### src/rtl/hazard_ctrl_mc_pkg.sv
// Shared types for the RVX10 hazard/forwarding controller.
package rvx10_hz_pkg;

    typedef enum logic [1:0] {
        FWD_RF = 2'b00,
        FWD_M  = 2'b01,
        FWD_W  = 2'b10
    } fwd_sel_t;

    typedef enum logic {
        MC_IDLE = 1'b0,
        MC_BUSY = 1'b1
    } mc_state_t;

endpackage

### src/rtl/hazard_ctrl_mc_if.sv
// Pipeline <-> hazard unit signal bundle; master is the pipeline, slave the controller.
interface hazard_ctrl_mc_if
#(
    parameter int unsigned NREG = 32
);
    import rvx10_hz_pkg::*;

    localparam int unsigned AW = $clog2(NREG);

    logic [AW-1:0] Rs1D, Rs2D, Rs1E, Rs2E;
    logic [AW-1:0] RdE, RdM, RdW;
    logic          RegWriteM, RegWriteW;
    logic          LoadE, PCSrcE, McStartE;
    fwd_sel_t      ForwardAE, ForwardBE;
    logic          StallF, StallD, StallE;
    logic          FlushD, FlushE, FlushM;
    logic          McBusy, McDone;

    modport master (
        output Rs1D, Rs2D, Rs1E, Rs2E, RdE, RdM, RdW,
        output RegWriteM, RegWriteW, LoadE, PCSrcE, McStartE,
        input  ForwardAE, ForwardBE, StallF, StallD, StallE,
        input  FlushD, FlushE, FlushM, McBusy, McDone
    );

    modport slave (
        input  Rs1D, Rs2D, Rs1E, Rs2E, RdE, RdM, RdW,
        input  RegWriteM, RegWriteW, LoadE, PCSrcE, McStartE,
        output ForwardAE, ForwardBE, StallF, StallD, StallE,
        output FlushD, FlushE, FlushM, McBusy, McDone
    );

endinterface

### src/rtl/hazard_ctrl_mc_fwd_select.sv
// Per-operand bypass selector: M result wins over W; x0 never forwarded.
module fwd_select
    import rvx10_hz_pkg::*;
#(
    parameter int unsigned AW = 5
)
(
    input  logic [AW-1:0] i_rs,
    input  logic [AW-1:0] i_rd_m,
    input  logic [AW-1:0] i_rd_w,
    input  logic          i_we_m,
    input  logic          i_we_w,
    output fwd_sel_t      o_sel
);

    always_comb begin
        o_sel = FWD_RF;
        if (i_we_m && (i_rd_m != '0) && (i_rd_m == i_rs)) begin
            o_sel = FWD_M;
        end else if (i_we_w && (i_rd_w != '0) && (i_rd_w == i_rs)) begin
            o_sel = FWD_W;
        end
    end

endmodule

### src/rtl/hazard_ctrl_mc.sv
// RVX10 hazard controller: E-stage bypass, load-use stall, branch flush and
// a counter-sequenced hold that keeps a multicycle op in E for MC_LAT cycles.
module hazard_ctrl_mc
    import rvx10_hz_pkg::*;
#(
    parameter int unsigned NREG   = 32,
    parameter int unsigned MC_LAT = 4
)
(
    input  logic         clk,
    input  logic         reset_n,
    hazard_ctrl_mc_if.slave hz
);

    localparam int unsigned AW = $clog2(NREG);
    localparam int unsigned CW = $clog2(MC_LAT + 1);

    mc_state_t     r_state, w_state_nxt;
    logic [CW-1:0] r_cnt, w_cnt_nxt;
    logic          w_mc_stall, w_mc_done, w_lw_stall;

    fwd_select #(.AW(AW)) u_fwd_a (
        .i_rs   (hz.Rs1E),
        .i_rd_m (hz.RdM),
        .i_rd_w (hz.RdW),
        .i_we_m (hz.RegWriteM),
        .i_we_w (hz.RegWriteW),
        .o_sel  (hz.ForwardAE)
    );

    fwd_select #(.AW(AW)) u_fwd_b (
        .i_rs   (hz.Rs2E),
        .i_rd_m (hz.RdM),
        .i_rd_w (hz.RdW),
        .i_we_m (hz.RegWriteM),
        .i_we_w (hz.RegWriteW),
        .o_sel  (hz.ForwardBE)
    );

    assign w_lw_stall = hz.LoadE && (hz.RdE != '0) &&
                        ((hz.RdE == hz.Rs1D) || (hz.RdE == hz.Rs2D));

    always_ff @(posedge clk or negedge reset_n) begin
        if (!reset_n) begin
            r_state <= MC_IDLE;
            r_cnt   <= '0;
        end else begin
            r_state <= w_state_nxt;
            r_cnt   <= w_cnt_nxt;
        end
    end

    // McStartE is not looked at in BUSY: the same op is still sitting in E.
    always_comb begin
        w_state_nxt = r_state;
        w_cnt_nxt   = r_cnt;
        w_mc_stall  = 1'b0;
        w_mc_done   = 1'b0;
        case (r_state)
            MC_IDLE: begin
                if (hz.McStartE) begin
                    if (MC_LAT > 1) begin
                        w_mc_stall  = 1'b1;
                        w_state_nxt = MC_BUSY;
                        w_cnt_nxt   = CW'(MC_LAT - 1);
                    end else begin
                        w_mc_done = 1'b1;
                    end
                end
            end
            MC_BUSY: begin
                w_mc_stall = (r_cnt != CW'(1));
                w_mc_done  = (r_cnt == CW'(1));
                w_cnt_nxt  = r_cnt - CW'(1);
                if (r_cnt == CW'(1)) begin
                    w_state_nxt = MC_IDLE;
                    w_cnt_nxt   = '0;
                end
            end
            default: begin
                w_state_nxt = MC_IDLE;
                w_cnt_nxt   = '0;
            end
        endcase
    end

    // Combinational terms are gated so every control output is low while in reset.
    assign hz.StallF = reset_n & (w_lw_stall | w_mc_stall);
    assign hz.StallD = reset_n & (w_lw_stall | w_mc_stall);
    assign hz.StallE = reset_n & w_mc_stall;
    assign hz.FlushM = reset_n & w_mc_stall;
    assign hz.FlushD = reset_n & hz.PCSrcE & ~w_mc_stall;
    assign hz.FlushE = reset_n & (w_lw_stall | hz.PCSrcE) & ~w_mc_stall;
    assign hz.McBusy = (r_state == MC_BUSY);
    assign hz.McDone = reset_n & w_mc_done;

endmodule

### src/flat_wrapper.sv
// flat-port wrapper written by rule: the top's interface ports become plain ports
module hazard_ctrl_mc_flat import rvx10_hz_pkg::*;
#(
    parameter int unsigned NREG   = 32,
    parameter int unsigned MC_LAT = 4
)
  (clk, reset_n, hz_Rs1D, hz_Rs2D, hz_Rs1E, hz_Rs2E, hz_RdE, hz_RdM, hz_RdW, hz_RegWriteM, hz_RegWriteW, hz_LoadE, hz_PCSrcE, hz_McStartE, hz_ForwardAE, hz_ForwardBE, hz_StallF, hz_StallD, hz_StallE, hz_FlushD, hz_FlushE, hz_FlushM, hz_McBusy, hz_McDone);
  hazard_ctrl_mc_if #(.NREG(NREG)) hz_i ();
  input  logic clk;
  input  logic reset_n;
  input wire logic [$bits(hz_i.Rs1D)-1:0] hz_Rs1D;
  input wire logic [$bits(hz_i.Rs2D)-1:0] hz_Rs2D;
  input wire logic [$bits(hz_i.Rs1E)-1:0] hz_Rs1E;
  input wire logic [$bits(hz_i.Rs2E)-1:0] hz_Rs2E;
  input wire logic [$bits(hz_i.RdE)-1:0] hz_RdE;
  input wire logic [$bits(hz_i.RdM)-1:0] hz_RdM;
  input wire logic [$bits(hz_i.RdW)-1:0] hz_RdW;
  input wire logic [$bits(hz_i.RegWriteM)-1:0] hz_RegWriteM;
  input wire logic [$bits(hz_i.RegWriteW)-1:0] hz_RegWriteW;
  input wire logic [$bits(hz_i.LoadE)-1:0] hz_LoadE;
  input wire logic [$bits(hz_i.PCSrcE)-1:0] hz_PCSrcE;
  input wire logic [$bits(hz_i.McStartE)-1:0] hz_McStartE;
  output wire logic [$bits(hz_i.ForwardAE)-1:0] hz_ForwardAE;
  output wire logic [$bits(hz_i.ForwardBE)-1:0] hz_ForwardBE;
  output wire logic [$bits(hz_i.StallF)-1:0] hz_StallF;
  output wire logic [$bits(hz_i.StallD)-1:0] hz_StallD;
  output wire logic [$bits(hz_i.StallE)-1:0] hz_StallE;
  output wire logic [$bits(hz_i.FlushD)-1:0] hz_FlushD;
  output wire logic [$bits(hz_i.FlushE)-1:0] hz_FlushE;
  output wire logic [$bits(hz_i.FlushM)-1:0] hz_FlushM;
  output wire logic [$bits(hz_i.McBusy)-1:0] hz_McBusy;
  output wire logic [$bits(hz_i.McDone)-1:0] hz_McDone;
  assign hz_i.Rs1D = hz_Rs1D;
  assign hz_i.Rs2D = hz_Rs2D;
  assign hz_i.Rs1E = hz_Rs1E;
  assign hz_i.Rs2E = hz_Rs2E;
  assign hz_i.RdE = hz_RdE;
  assign hz_i.RdM = hz_RdM;
  assign hz_i.RdW = hz_RdW;
  assign hz_i.RegWriteM = hz_RegWriteM;
  assign hz_i.RegWriteW = hz_RegWriteW;
  assign hz_i.LoadE = hz_LoadE;
  assign hz_i.PCSrcE = hz_PCSrcE;
  assign hz_i.McStartE = hz_McStartE;
  assign hz_ForwardAE = hz_i.ForwardAE;
  assign hz_ForwardBE = hz_i.ForwardBE;
  assign hz_StallF = hz_i.StallF;
  assign hz_StallD = hz_i.StallD;
  assign hz_StallE = hz_i.StallE;
  assign hz_FlushD = hz_i.FlushD;
  assign hz_FlushE = hz_i.FlushE;
  assign hz_FlushM = hz_i.FlushM;
  assign hz_McBusy = hz_i.McBusy;
  assign hz_McDone = hz_i.McDone;
  hazard_ctrl_mc #(.NREG(NREG), .MC_LAT(MC_LAT)) u_core (.clk(clk), .reset_n(reset_n), .hz(hz_i));
endmodule
### config.mk
export PLATFORM = sky130hd
export DESIGN_NAME = hazard_ctrl_mc_flat
export DESIGN_NICKNAME = d
export VERILOG_FILES = /design/src/rtl/hazard_ctrl_mc_pkg.sv /design/src/rtl/hazard_ctrl_mc_if.sv /design/src/rtl/hazard_ctrl_mc_fwd_select.sv /design/src/rtl/hazard_ctrl_mc.sv /design/src/flat_wrapper.sv
export SDC_FILE = /design/constraint.sdc
export NUM_CORES = 1
export LEC_CHECK = 0
export ABC_AREA = 1
export BUFFER_PORTS_ARGS = -buffer_cell sky130_fd_sc_hd__buf_2
export CAP_MARGIN = 0
export CORE_AREA = 2 2 50 52
export DETAILED_ROUTE_END_ITERATION = 10
export DIE_AREA = 0 0 52 54
export HOLD_SLACK_MARGIN = 0.03
export PLACE_DENSITY_LB_ADDON = 0.25
export SETUP_SLACK_MARGIN = 0.1
export SLEW_MARGIN = 15
export SYNTH_ARGS = -nofsm -noshare
export SYNTH_HDL_FRONTEND = slang
export SYNTH_SLANG_ARGS = --single-unit
### constraint.sdc
create_clock -name clk -period 1.39 [get_ports clk]
set_input_delay 0.2085 -clock clk [delete_from_list [all_inputs] [get_ports clk]]
set_output_delay 0.2085 -clock clk [all_outputs]
set_load 0.02 [all_outputs]
==> results by group <==
Cells and area
  – ANT cells: 0
  – Layout cell share with drive strength beyond 1: 49.49%
  – Fillcell total: 228
  – Layout Nets: 242
  – Final std cells w/o fill: approximately 230
  – Synth-to-Final Area Change: 71.15%
  – Multi-input gate area: about 640 sq um
  – Layout Utilization: 56.31%
  – Post-route cell area: 1306 sq um
  – Register area: 100.1 sq um

Synthesis
  – Register bit count reported by yosys: 4
  – Mean area per synthesized cell: 5.963 sq um
  – Yosys warnings: 0
  – Async SR Flop Fraction: 100.0%
  – Yosys cell types: 22
  – Leading area contributor after synthesis: xnor2_1
  – Synth top area share: 20.66%
  – Post-synthesis net count: 172
  – Cell with the most instances after synthesis: nand2_1
  – Sequential share of the synthesized area: 13.11%
  – Top cell types by occurrence after synthesis: nand2_1 (34), nor2_1 (18), xnor2_1 (18)
  – Number of enable flip-flop cells after synthesis: 0
  – Main flop type after synthesis: dfrtp_1
  – Synthesized area: 763.2 sq um
  – Synth top area cells: xnor2_1 (21%), nand2_1 (17%), dfrtp_1 (13%)
  – Post-Syn Instances: 128

STA
  – Fin. max-slew vios: 0
  – Final period util: 124.1%
  – Rel. slew slack: 86.52%
  – Final hold violation count: 0
  – Period minus WS final: 1.726 ns
  – Tightest Pin Transition: 0.2020 ns
  – # setup viols final: 8
  – Fin Setup TNS: -2.111 ns
  – Post-route setup slack: -0.3355 ns
  – RSZ-0062 raised after global routing: yes
  – Clock Skew: 0.002202 ns
  – Max frequency: between 0.5 and 0.6 GHz

Die
  – Core area: 2320 sq um
  – Die Wd: between 50 and 60 microns
  – I/O Pins: 54
  – Die area: 2808 sq um
  – Starting Density: 32.90%
  – Die height: 54 microns
  – # rows: 18

Power
  – PD cells: around 1100 nW/um^2
  – Leakage: 0.7213 nW
  – Worst vdd ir: between 0.0008 and 0.0009 V
  – Total power: between 1 and 1.5 mW

Placement
  – IO Port Bufs: 53
  – Post-DP HPWL: 1.748 mm
  – Dpl cell area: 1129 sq um
  – Placed insts: 216
  – RePlAce Congestion: 0.8303

Worst setup path
  – Crit. End Element: output port
  – WP data arrival: around 1.5 ns
  – Startpoint types: flop
  – Critical path peak fanout: 2
  – Setup Crit Path Kind: flop to output port
  – Flop2flop setup slack: -0.01 ns
  – Critical Path RT: 1.18 ns

Global route
  – Vias in the first global route: between 800 and 900
  – Largest net degree at the start of global routing: 5
  – First-pass GRT wire length: 3.243 mm
  – Gr ovfl total: 0
  – Initial antenna violation count: 0
  – GRT Total Usage: 14.89%

Clocking
  – H-tree Lvls: 1
  – CTS tree: done
  – Clk sinks: 4
  – Worst skew pair latency: 0.23 ns
  – Clock Pin Slew Worst Setup and Hold Paths: 0.04 ns
  – CTS Buf Count: 3
  – Largest buffer count on any clock path: 2
  – Clk root buf: clkbuf_4

Detailed routing
  – WL/cell: between 9 and 10 microns
  – Initial DRC Count: 8
  – Via/cell ratio: between 4 and 5
  – Top sig layer: met4
  – # DRC: 0
  – WL met2: ~1.2 mm
  – Routed WL: 2.179 mm
  – Detailed-router iteration count before antenna repair: 5
  – WL met1: 853 microns
  – Met3 wire length: ~150 microns
  – Vias: 998
  – DRT antenna net count: 0

Min path
  – Min-delay worst type: input pin to asynchronous set/reset pin

Flow run
  – Max-Cap Viols: 0

Status
  – Failing checks: negative setup slack
  – Outcome: finished with violations
[layout make-up]
| type | count | area share [%] |
|---|---|---|
| multi-input combinational | 100 | 49.04 |
| timing repair buffer | 67 | 32.18 |
| sequential | 4 | 7.663 |
| inverter | 22 | 6.513 |
| tap | 30 | 2.874 |
| clock buffer | 3 | 1.724 |
[logic make-up after synthesis]
family / count (synthesis) / share of synthesized area [%]
xor gates and xnor gates: 23 / 26.39
buffers and inverters: 24 / 12.79
adders and majority gates: 2 / 3.278
and+or+nand+nor: 67 / 38.36
DFF: 4 / 13.12
AOI/OAI and AO/OA: 8 / 6.065
[worst max-delay path, stage by stage (launching register included)]
cell and delay (ns):
dfrtp_1 0.36, inv_2 0.08, ha_4 0.15, inv_4 0.04
nor2_4 0.09, nand2_2 0.07, nand2_2 0.09, inv_2 0.05
nor2_4 0.10, nand3_2 0.07, nand2_2 0.08, buf_6 0.11
[layer usage]
metal  vias up  global-route usage, %
li1        525                      -
met1       427                  17.08
met2        44                  30.80
met3         2                  1.667
met4         0                      0
met5         -                      0
[placed cells by master, fill, tap and decap left out, types with 2 or more instances in the layout]
| cell type | n |
|---|---|
| nor2_4 | 3 |
| xnor2_2 | 3 |
| xnor2_1 | 15 |
| inv_2 | 9 |
| nand3_1 | 7 |
| dfrtp_1 | 4 |
| buf_4 | 17 |
| o21ai_1 | 3 |
| inv_1 | 11 |
| nor2_1 | 16 |
| nor3_2 | 3 |
| xor2_1 | 5 |
| buf_6 | 6 |
| nand2_2 | 4 |
| a21oi_1 | 2 |
| buf_2 | 43 |
| nand2_1 | 30 |
| clkbuf_4 | 3 |
[sequential cells by signal, indices dropped and copies added, names as in the netlist]
signal            cells
u_core.r_cnt          3
u_core.hz.McBusy      1
[what timing repair did]
item / 4_1_cts / 5_1_grt
gates resized for setup: 14 / 11
hold buffers: 1 / 0
hold endpoints to repair: 4 / 0
pin swaps: 7 / 12
setup buffers: 4 / 2
endpoints found under the setup margin: 7 / 9
[power breakdown]
part / internal (mW) / switching [mW]
Clock: 0.0962 / 0.0421
Sequential: 0.179 / 0.0532
Combinational: 0.580 / 0.544
Total: 0.854 / 0.640
[through the flow]
stage / setup WS [ns] / hold slack [ns]
final: -0.3355 / 0.4547
after CTS: -0.3021 / 0.4485
after global placement: -0.09461 / 0.1202
after global routing: -0.4087 / 0.4764
after floorplan: -0.06204 / -0.08709
after detailed placement: -0.1433 / 0.1227
[worst paths after layout]
| check | from | end | cells past startpoint |
|---|---|---|---|
| setup reg to reg | u_core.r_cnt[1] | u_core.hz.McBusy | 10 |
| setup / recovery | u_core.r_cnt[1] | hz_FlushE | 11 |
| min in group clk | hz_McStartE | u_core.r_cnt[2] | 6 |
| max in group asynchronous | reset_n | u_core.r_cnt[1] | 3 |
| hold / removal | reset_n | u_core.hz.McBusy | 3 |
| hold reg to reg | u_core.hz.McBusy | u_core.r_cnt[0] | 2 |
Power figures use the tool's default switching activity.
